--- src/rtl/bkm_req_ctrl.sv ---
// Request/response sequencer around a BKM core: accepts one operand set,
// pulses the core, waits for completion or timeout, then holds the result.
module bkm_req_ctrl #(
    parameter int unsigned W       = 64,
    parameter int unsigned N       = 64,
    parameter int unsigned LOG2N   = 6,
    parameter int unsigned TIMEOUT = 2 * N,
    parameter int unsigned FSIZE   = 8
) (
    input  logic             clk,
    input  logic             arst,
    input  logic             srst,
    input  logic             enable,
    input  logic             req_valid,
    output logic             req_ready,
    input  logic             req_mode,
    input  logic [1:0]       req_format,
    input  logic [W-1:0]     req_E_x,
    input  logic [W-1:0]     req_E_y,
    input  logic [W-1:0]     req_L_x,
    input  logic [W-1:0]     req_L_y,
    output logic             core_start,
    output logic             core_mode,
    output logic [1:0]       core_format,
    output logic [W-1:0]     core_E_x,
    output logic [W-1:0]     core_E_y,
    output logic [W-1:0]     core_L_x,
    output logic [W-1:0]     core_L_y,
    input  logic [W-1:0]     core_X,
    input  logic [W-1:0]     core_Y,
    input  logic [FSIZE-1:0] core_flags,
    input  logic             core_done,
    output logic             rsp_valid,
    input  logic             rsp_ready,
    output logic [W-1:0]     rsp_x,
    output logic [W-1:0]     rsp_y,
    output logic [FSIZE-1:0] rsp_flags,
    output logic             rsp_timeout,
    output logic             busy
);

    localparam int unsigned TW = LOG2N + 2;

    typedef enum logic [1:0] {
        S_IDLE,
        S_START,
        S_WAIT,
        S_RESP
    } state_t;

    state_t            r_state, w_state_nxt;
    logic [TW-1:0]     r_timer, w_timer_nxt;
    logic              r_mode, w_mode_nxt;
    logic [1:0]        r_format, w_format_nxt;
    logic [W-1:0]      r_ex, r_ey, r_lx, r_ly;
    logic [W-1:0]      w_ex_nxt, w_ey_nxt, w_lx_nxt, w_ly_nxt;
    logic [W-1:0]      r_rsp_x, r_rsp_y, w_rsp_x_nxt, w_rsp_y_nxt;
    logic [FSIZE-1:0]  r_rsp_flags, w_rsp_flags_nxt;
    logic              r_rsp_timeout, w_rsp_timeout_nxt;

    // State and datapath registers; srst outranks enable.
    always_ff @(posedge clk or posedge arst) begin
        if (arst) begin
            r_state       <= S_IDLE;
            r_timer       <= '0;
            r_mode        <= 1'b0;
            r_format      <= '0;
            r_ex          <= '0;
            r_ey          <= '0;
            r_lx          <= '0;
            r_ly          <= '0;
            r_rsp_x       <= '0;
            r_rsp_y       <= '0;
            r_rsp_flags   <= '0;
            r_rsp_timeout <= 1'b0;
        end else if (srst) begin
            r_state       <= S_IDLE;
            r_timer       <= '0;
            r_mode        <= 1'b0;
            r_format      <= '0;
            r_ex          <= '0;
            r_ey          <= '0;
            r_lx          <= '0;
            r_ly          <= '0;
            r_rsp_x       <= '0;
            r_rsp_y       <= '0;
            r_rsp_flags   <= '0;
            r_rsp_timeout <= 1'b0;
        end else if (enable) begin
            r_state       <= w_state_nxt;
            r_timer       <= w_timer_nxt;
            r_mode        <= w_mode_nxt;
            r_format      <= w_format_nxt;
            r_ex          <= w_ex_nxt;
            r_ey          <= w_ey_nxt;
            r_lx          <= w_lx_nxt;
            r_ly          <= w_ly_nxt;
            r_rsp_x       <= w_rsp_x_nxt;
            r_rsp_y       <= w_rsp_y_nxt;
            r_rsp_flags   <= w_rsp_flags_nxt;
            r_rsp_timeout <= w_rsp_timeout_nxt;
        end
    end

    // Next-state and register-update logic.
    always_comb begin
        w_state_nxt       = r_state;
        w_timer_nxt       = r_timer;
        w_mode_nxt        = r_mode;
        w_format_nxt      = r_format;
        w_ex_nxt          = r_ex;
        w_ey_nxt          = r_ey;
        w_lx_nxt          = r_lx;
        w_ly_nxt          = r_ly;
        w_rsp_x_nxt       = r_rsp_x;
        w_rsp_y_nxt       = r_rsp_y;
        w_rsp_flags_nxt   = r_rsp_flags;
        w_rsp_timeout_nxt = r_rsp_timeout;
        case (r_state)
            S_IDLE: begin
                if (req_valid) begin
                    w_mode_nxt   = req_mode;
                    w_format_nxt = req_format;
                    w_ex_nxt     = req_E_x;
                    w_ey_nxt     = req_E_y;
                    w_lx_nxt     = req_L_x;
                    w_ly_nxt     = req_L_y;
                    w_state_nxt  = S_START;
                end
            end
            S_START: begin
                w_timer_nxt = '0;
                w_state_nxt = S_WAIT;
            end
            S_WAIT: begin
                w_timer_nxt = r_timer + TW'(1);
                // Completion wins over a timeout landing on the same cycle.
                if (core_done) begin
                    w_rsp_x_nxt       = core_X;
                    w_rsp_y_nxt       = core_Y;
                    w_rsp_flags_nxt   = core_flags;
                    w_rsp_timeout_nxt = 1'b0;
                    w_state_nxt       = S_RESP;
                end else if (r_timer == TW'(TIMEOUT - 1)) begin
                    w_rsp_x_nxt       = '0;
                    w_rsp_y_nxt       = '0;
                    w_rsp_flags_nxt   = '0;
                    w_rsp_timeout_nxt = 1'b1;
                    w_state_nxt       = S_RESP;
                end
            end
            S_RESP: begin
                if (rsp_ready) begin
                    w_state_nxt = S_IDLE;
                end
            end
            default: w_state_nxt = S_IDLE;
        endcase
    end

    // The start pulse only counts on a cycle that actually advances the FSM.
    assign core_start  = (r_state == S_START) && enable && !srst;
    assign req_ready   = (r_state == S_IDLE);
    assign rsp_valid   = (r_state == S_RESP);
    assign busy        = (r_state != S_IDLE);
    assign core_mode   = r_mode;
    assign core_format = r_format;
    assign core_E_x    = r_ex;
    assign core_E_y    = r_ey;
    assign core_L_x    = r_lx;
    assign core_L_y    = r_ly;
    assign rsp_x       = r_rsp_x;
    assign rsp_y       = r_rsp_y;
    assign rsp_flags   = r_rsp_flags;
    assign rsp_timeout = r_rsp_timeout;

endmodule

--- config.mk ---
export PLATFORM = sky130hd
export DESIGN_NAME = bkm_req_ctrl
export DESIGN_NICKNAME = d
export VERILOG_FILES = /design/src/rtl/bkm_req_ctrl.sv
export SDC_FILE = /design/constraint.sdc
export NUM_CORES = 1
export LEC_CHECK = 0
export BUFFER_PORTS_ARGS = -buffer_cell sky130_fd_sc_hd__buf_4
export CORE_AREA = 5 5 310 312
export CTS_CLUSTER_DIAMETER = 80
export DETAILED_ROUTE_END_ITERATION = 7
export DIE_AREA = 0 0 315 317
export SYNTH_ARGS = -nofsm -noshare
export SYNTH_HDL_FRONTEND = slang
export SYNTH_SLANG_ARGS = --single-unit
--- constraint.sdc ---
create_clock -name clk -period 12.53 [get_ports clk]
set_clock_uncertainty 0.05 [all_clocks]
set_input_delay 0.6265 -clock clk [delete_from_list [all_inputs] [get_ports clk]]
set_output_delay 0.6265 -clock clk [all_outputs]
set_load 0.01 [all_outputs]
==> summary.md, run 1 <==
| Metric | Value |
|---|---|
| Post-synth cell types | `30` |
| First drt pass iteration count | `5` |
| Top cell by count, worst path | `buf_4` |
| Max-slew violation count | `0` |
| M1 GR Usage | `13.0%` |
| TritonCTS Buffers | `48` |
| DIE AREA | `about 100,000 um2` |
| Worst vdd ir | `slightly below 0.09 mV` |
| PwrDens | `138 nW/um2` |
| Die span in x | `315 um` |
| Initial core utilization | `16.8%` |
| Root Driver | `clkbuf_16` |
| Leading cell type by number of instances after synthesis | `nand2_1` |
| Setup violators final | `0` |
| Routed len/inst | `approximately 17 um` |
| Core Box Area | `92,800 um2` |
| GPL Wtd Cong | `0.790` |
| Worst path cell trace | `inv_1 > ha_1 > a31oi_4 > buf_4 > buf_4 > buf_4 > o21ai_0` |
| FFs w/ async S/R, synth | `100%` |
| Crit-path max FO | `101` |
| Post-synth EDFFs | `0` |
| Largest net degree at the start of global routing | `around 200` |
| RR Startpoint | `r_state[0]$_DFFE_PP0P_` |
| Vias in the first global route | `13,958` |
| Max_cap viols | `0` |
| # port buffers | `801` |
| Area of the multi-input gates | `between 4000 and 5000 um2` |
| Static leakage | `12.2 nW` |
| FMAX | `0.296 GHz` |
| Delay-heaviest family, CP | `buffers and inverters` |
| Crit path kind | `register to register` |
| Sequential area share after synthesis | `65.3%` |
| Slowest-stage cell, CP | `buf_4` |
| Synth Instances | `1,503` |
| Row count | `112` |
| Flop2flop setup slack | `9.15 ns` |
| CTS tree | `built` |
| DP Wirelength | `around 43,000 um` |
| Final-report hold violation count | `0` |
| DRC viols | `0` |
| Synth top cells by count | `nand2_1 (524), dfrtp_1 (406), o21ai_0 (262)` |
| Net total in the final layout | `roughly 2,700` |
| Clk sink count | `406` |
| Met3 GRT Util | `4.50%` |
| M2 GR Usage | `18.7%` |
| Initial antenna violation count | `8` |
| Critical path data required time | `12.91 ns` |
| R2R Path End | `core_E_y[29]$_DFFE_PP0P_` |
| Status | `finished, final reports clean` |
| Synth warn | `0` |
| Final core utilization | `about a quarter` |
| CP bufs+invs | `4` |
| Htree depth | `2` |
| DRT antenna net count | `0` |
| CTS Hold Bufs | `0` |
| Pwr Total | `between 3 and 4 mW` |
| Fin crit period | `3.38 ns` |
| First-pass GRT wire length | `86,900 um` |
| Final Cycle Share | `between 20% and 30%` |
| Area leader, netlist | `dfrtp_1` |
| Via count | `13,658` |
| Setup Buffers After CTS | `0` |
| Total negative slack | `0 ns` |
| Share of cells above drive strength 1 | `39.3%` |
| Post-Syn Area | `between 15,000 and 20,000 um2` |
| Io pins | `between 800 and 900` |
| Area occupied by registers | `10,200 um2` |
| R2R cell count | `7` |
| Filler cell count | `10,001` |
| Resize count post-CTS | `0` |
| CTS Buffer Depth | `3` |
| Wirelength, routed | `about 60,000 um` |
| Post-synth net total | `1,910` |
| Clock slew at reported path FFs | `about 0.06 ns` |
| GRT Max-Usage Layer | `met2` |
| Remaining global-route overflow | `0` |
| Startpoint types | `register` |
| Setup crit end kind | `register` |
| Main flop type after synthesis | `dfrtp_1` |
| Hold Crit Class | `input port to asynchronous set/reset pin` |
| Slew @ Worst Pin | `1.12 ns` |
| Skew-Pair Late Insertion Delay | `0.58 ns` |
| Arrival time worst endpoint | `3.75 ns` |
| Vias per inst | `a little under 4` |
| Layout area overhead | `57.1%` |
| Total GRT Usage | `11.1%` |
| Max stage delay on crit path | `approximately 0.74 ns` |
| RSZ-0062 raised after global routing | `false` |
| Mean area per synthesized cell | `10.4 um2` |
| Slew Limit Headroom | `25.5%` |
| Seq cells post-synth | `406` |
| Top post-synthesis cells by area | `dfrtp_1 (65%), nand2_1 (13%), o21ai_0 (8.4%)` |
| Initial DRC Count | `787` |
| Post-synth top area share | `65.3%` |
| Die H | `317 um` |
-- final cells by class --
cell class                 count  area share (%)
timing repair buffer         814            25.1
antenna                        3          0.0307
clock buffer                  71            5.77
sequential                   406            41.6
tap                         1254            6.42
multi-input combinational    972            19.9
clock inverter                16            1.01
inverter                       6           0.154
-- metal layers --
layer | part of all wire (%) | routed length [um]
met1 | 39 | 23100
met2 | 48 | 28700
met3 | 9.6 | 5670
met4 | 2.9 | 1690
met5 | 0.12 | 72
-- layout by cell type, fill, tap and decap left out, types with 4 or more instances in the layout --
master / count
a22o_1: 136
a22oi_1: 4
buf_4: 812
bufinv_16: 6
clkbuf_1: 12
clkbuf_16: 49
clkbuf_8: 10
clkinv_2: 5
dfrtp_1: 406
ha_1: 5
inv_1: 4
mux2i_1: 6
nand2_1: 524
nand3_1: 6
nor2_1: 5
nor2b_1: 6
o21ai_0: 262
-- cells by family after synthesis --
| logic type | count (synthesis) | share of synthesized area, % |
|---|---|---|
| flip-flops | 406 | 65.3 |
| buffers and inverters | 125 | 3.56 |
| AO/OA/AOI/OAI | 411 | 16.7 |
| AND/OR/NAND/NOR | 548 | 13.5 |
| multiplexers | 8 | 0.531 |
| adder cells (fa/ha/maj) | 5 | 0.402 |
-- worst max path at each step --
stage	start	end	slack, ns	cells past startpoint
4_1_cts	r_state[0]$_DFFE_PP0P_	core_E_y[23]$_DFFE_PP0P_	9.19	7
3_5_place_dp	srst	core_E_y[23]$_DFFE_PP0P_	9.09	6
3_3_place_gp	srst	core_E_x[45]$_DFFE_PP0P_	9.16	6
2_1_floorplan	arst	core_E_x[0]$_DFFE_PP0P_	0.56	1
6_report	r_state[0]$_DFFE_PP0P_	core_E_y[29]$_DFFE_PP0P_	9.15	7
5_1_grt	r_state[0]$_DFFE_PP0P_	core_L_x[58]$_DFFE_PP0P_	8.86	7
-- stage by stage --
step	hold WS, ns	cell area (um2)	worst slack, ns	std cells
floorplan	0.464	15600	0.559	1503
detailed placement	0.421	22800	9.09	3452
global route	0.150	24400	8.86	3539
finish	0.123	24400	9.15	3542
global placement	0.413	22800	9.16	3452
CTS	0.0945	24400	9.19	3539
-- flip-flops by register name, summed over array words and instances, names as in the netlist --
signal       count
core_E_x        64
core_E_y        64
core_L_x        64
core_L_y        64
core_format      2
core_mode        1
r_state          2
r_timer          8
rsp_flags        8
rsp_timeout      1
rsp_x           64
rsp_y           64
-- power by group --
group	internal [mW]	leakage [nW]	total, mW	switching (mW)
combinational	0.222	5.96	0.460	0.238
clock	0.901	0.808	1.47	0.568
sequential	1.39	5.42	1.44	0.0477
(Power assumes the default switching activity.)
==> run 2: changes to the inputs <==
- clock period: 12.53 -> 2.85 ns (I/O delays scaled with it)
==> run 2 against run 1 <==
Against the previous run:
- sequential power rose to 4.4 times the previous value
- design area is 17% higher
- clock-buffer cell count decreased by 6
- core utilization up 4.6 points
- clock power increased to 4.1 times the previous value
- worst hold slack worse by 0.00097 ns
- global-route usage rose by 1.8 points
- highest routed layer is now met4
- via count rose by 16%
==> summary.md, run 2 (synthesis results as in run 1) <==
| Metric | Value |
|---|---|
| Die span in x | `315 um (unchanged)` |
| Status | `finished, final reports clean` |
| PwrDens | `523 nW/um2 (+280%)` |
| Largest net degree at the start of global routing | `118 (-42%)` |
| Initial antenna violation count | `7 (-1)` |
| Skew-Pair Late Insertion Delay | `0.59 ns (about the same)` |
| Commonest non-fill, non-tap cell in the layout | `buf_4` |
| Core Box Area | `92,800 um2 (unchanged)` |
| CTS Buffer Depth | `3 (unchanged)` |
| Initial DRC Count | `993 (+26%)` |
| DIE AREA | `99,900 um2 (unchanged)` |
| Setup violators final | `0 (unchanged)` |
| DRT antenna net count | `0 (unchanged)` |
| Vias in the first global route | `16,611 (+19%)` |
| RSZ-0062 raised after global routing | `false` |
| # port buffers | `801 (unchanged)` |
| First-pass GRT wire length | `101,000 um (+16%)` |
| FMAX | `0.451 GHz (+52%)` |
| Setup Buffers After CTS | `0 (unchanged)` |
| DP Wirelength | `48,700 um (+12%)` |
| Max-slew violation count | `0 (unchanged)` |
| Final-report hold violation count | `0 (unchanged)` |
| Met3 GRT Util | `3.69% (-0.81 points)` |
| Layout area overhead | `84.4%` |
| Share of cells above drive strength 1 | `34.0% (-5.3 points)` |
| Io pins | `802 (unchanged)` |
| CTS tree | `built` |
| Worst vdd ir | `0.341 mV (+290%)` |
| Hold Crit Class | `input port to register` |
| M2 GR Usage | `22.6% (+3.9 points)` |
| Fin crit period | `2.22 ns (-1.16 ns)` |
| Slew Limit Headroom | `53.4% (+28 points)` |
| M1 GR Usage | `15.0% (+2.0 points)` |
| TritonCTS Buffers | `47 (-2.1%)` |
| Filler cell count | `9,462 (-5.4%)` |
| Net total in the final layout | `3,086 (+16%)` |
| Max stage delay on crit path | `0.41 ns (-0.33 ns)` |
| Crit-path max FO | `56 (-45%)` |
| Worst hold slack | `0.122 ns (-0.000966 ns)` |
| Worst slack at placement | `0.705 ns (-8.38 ns)` |
| Critical path data required time | `3.31 ns (-9.60 ns)` |
| Crit path kind | `register to register` |
| Max_cap viols | `0 (unchanged)` |
| GPL Wtd Cong | `0.821 (+3.9%)` |
| Most frequent cells in the layout | `buf_4 (830), nand2_1 (524), dfrtp_1 (406)` |
| First drt pass iteration count | `4 (-1)` |
| Startpoint types | `register` |
| Htree depth | `2 (unchanged)` |
| Non-filler cells, final | `3,967 (+12%)` |
| Routed len/inst | `17.3 um (+3.3%)` |
| Smallest setup slack after layout | `0.634 ns (-8.52 ns)` |
| CTS Hold Bufs | `402 (+402)` |
| GRT Max-Usage Layer | `met2` |
| Resize count post-CTS | `0 (unchanged)` |
| Static leakage | `14.0 nW (+15%)` |
| Clock slew at reported path FFs | `0.06 ns (about the same)` |
| Total negative slack | `0 ns (unchanged)` |
| Vias per inst | `3.99 (+3.4%)` |
| Initial core utilization | `16.8% (unchanged)` |
| Wirelength, routed | `68,600 um (+16%)` |
| Root Driver | `clkbuf_16` |
| Arrival time worst endpoint | `2.67 ns (-1.08 ns)` |
| Total GRT Usage | `12.9% (+1.8 points)` |
| Final Cycle Share | `77.7% (+51 points)` |
| Row count | `112 (unchanged)` |
| Slowest-stage cell, CP | `dfrtp_1` |
| Slew @ Worst Pin | `0.699 ns (-0.417 ns)` |
| Placed cell count | `3,482 (+0.87%)` |
| Clk sink count | `406 (unchanged)` |
| Pwr Total | `15.0 mW (+340%)` |
| Die H | `317 um (unchanged)` |
| Setup crit end kind | `register` |
| DRC viols | `0 (unchanged)` |
| Via count | `15,822 (+16%)` |
| Worst path cell trace | `inv_1 > ha_1 > and2_1 > and3_4 > buf_12 > a22o_1` |
| Remaining global-route overflow | `0 (unchanged)` |
## run 2: critical path: cells and delay by family (launching register included)
kind                       cells  cell delay [ns]
adders and majority gates      1             0.33
DFF                            1             0.41
and+or+nand+nor                2             0.68
buffers and inverters          2             0.40
AOI/OAI and AO/OA              1             0.22
## run 2: cell type report
class | instances | area (um2) | area share [%]
Timing Repair Buffer | 1246 | 10500 | 36.7
Sequential cell | 406 | 10200 | 35.4
Multi-Input combinational cell | 972 | 4870 | 17.0
Tap cell | 1254 | 1570 | 5.47
Clock buffer | 65 | 1310 | 4.58
Clock inverter | 14 | 193 | 0.672
Inverter | 6 | 33.8 | 0.118
Antenna cell | 4 | 10.0 | 0.0349
## run 2: final timing paths
check                      slack, ns                      from  cells after the start                        to
max reg2reg                     0.63    r_state[0]$_DFFE_PP0P_                      6     rsp_x[61]$_DFFE_PP0P_
min in group asynchronous       0.15                      arst                      3  core_L_x[22]$_DFFE_PP0P_
max                             0.63    r_state[0]$_DFFE_PP0P_                      6     rsp_x[61]$_DFFE_PP0P_
min reg2reg                     0.43  core_E_x[10]$_DFFE_PP0P_                      2  core_E_x[10]$_DFFE_PP0P_
min                             0.12                 req_valid                      4    r_state[1]$_DFFE_PP0P_
max in group asynchronous       1.70                      arst                      5  rsp_flags[0]$_DFFE_PP0P_
## run 2: per-layer routing
metal / up-vias / part of all wire (%)
met4: 0 / 3.8
met1: 7636 / 39
met3: 130 / 7.5
met5: - / 0
met2: 654 / 50
li1: 7402 / -
## run 2: power breakdown
group	internal, mW	switching [mW]	total (mW)
logic	1.39	1.24	2.63
registers	6.13	0.220	6.35
clock network	3.56	2.45	6.01
total	11.1	3.91	15.0
## run 2: stage by stage
stage          area [um2]  util [%]
3_3_place_gp        23100      24.9
3_5_place_dp        23100      24.9
4_1_cts             28700      30.9
6_report            28700      30.9
5_1_grt             28700      30.9
2_1_floorplan       15600         -
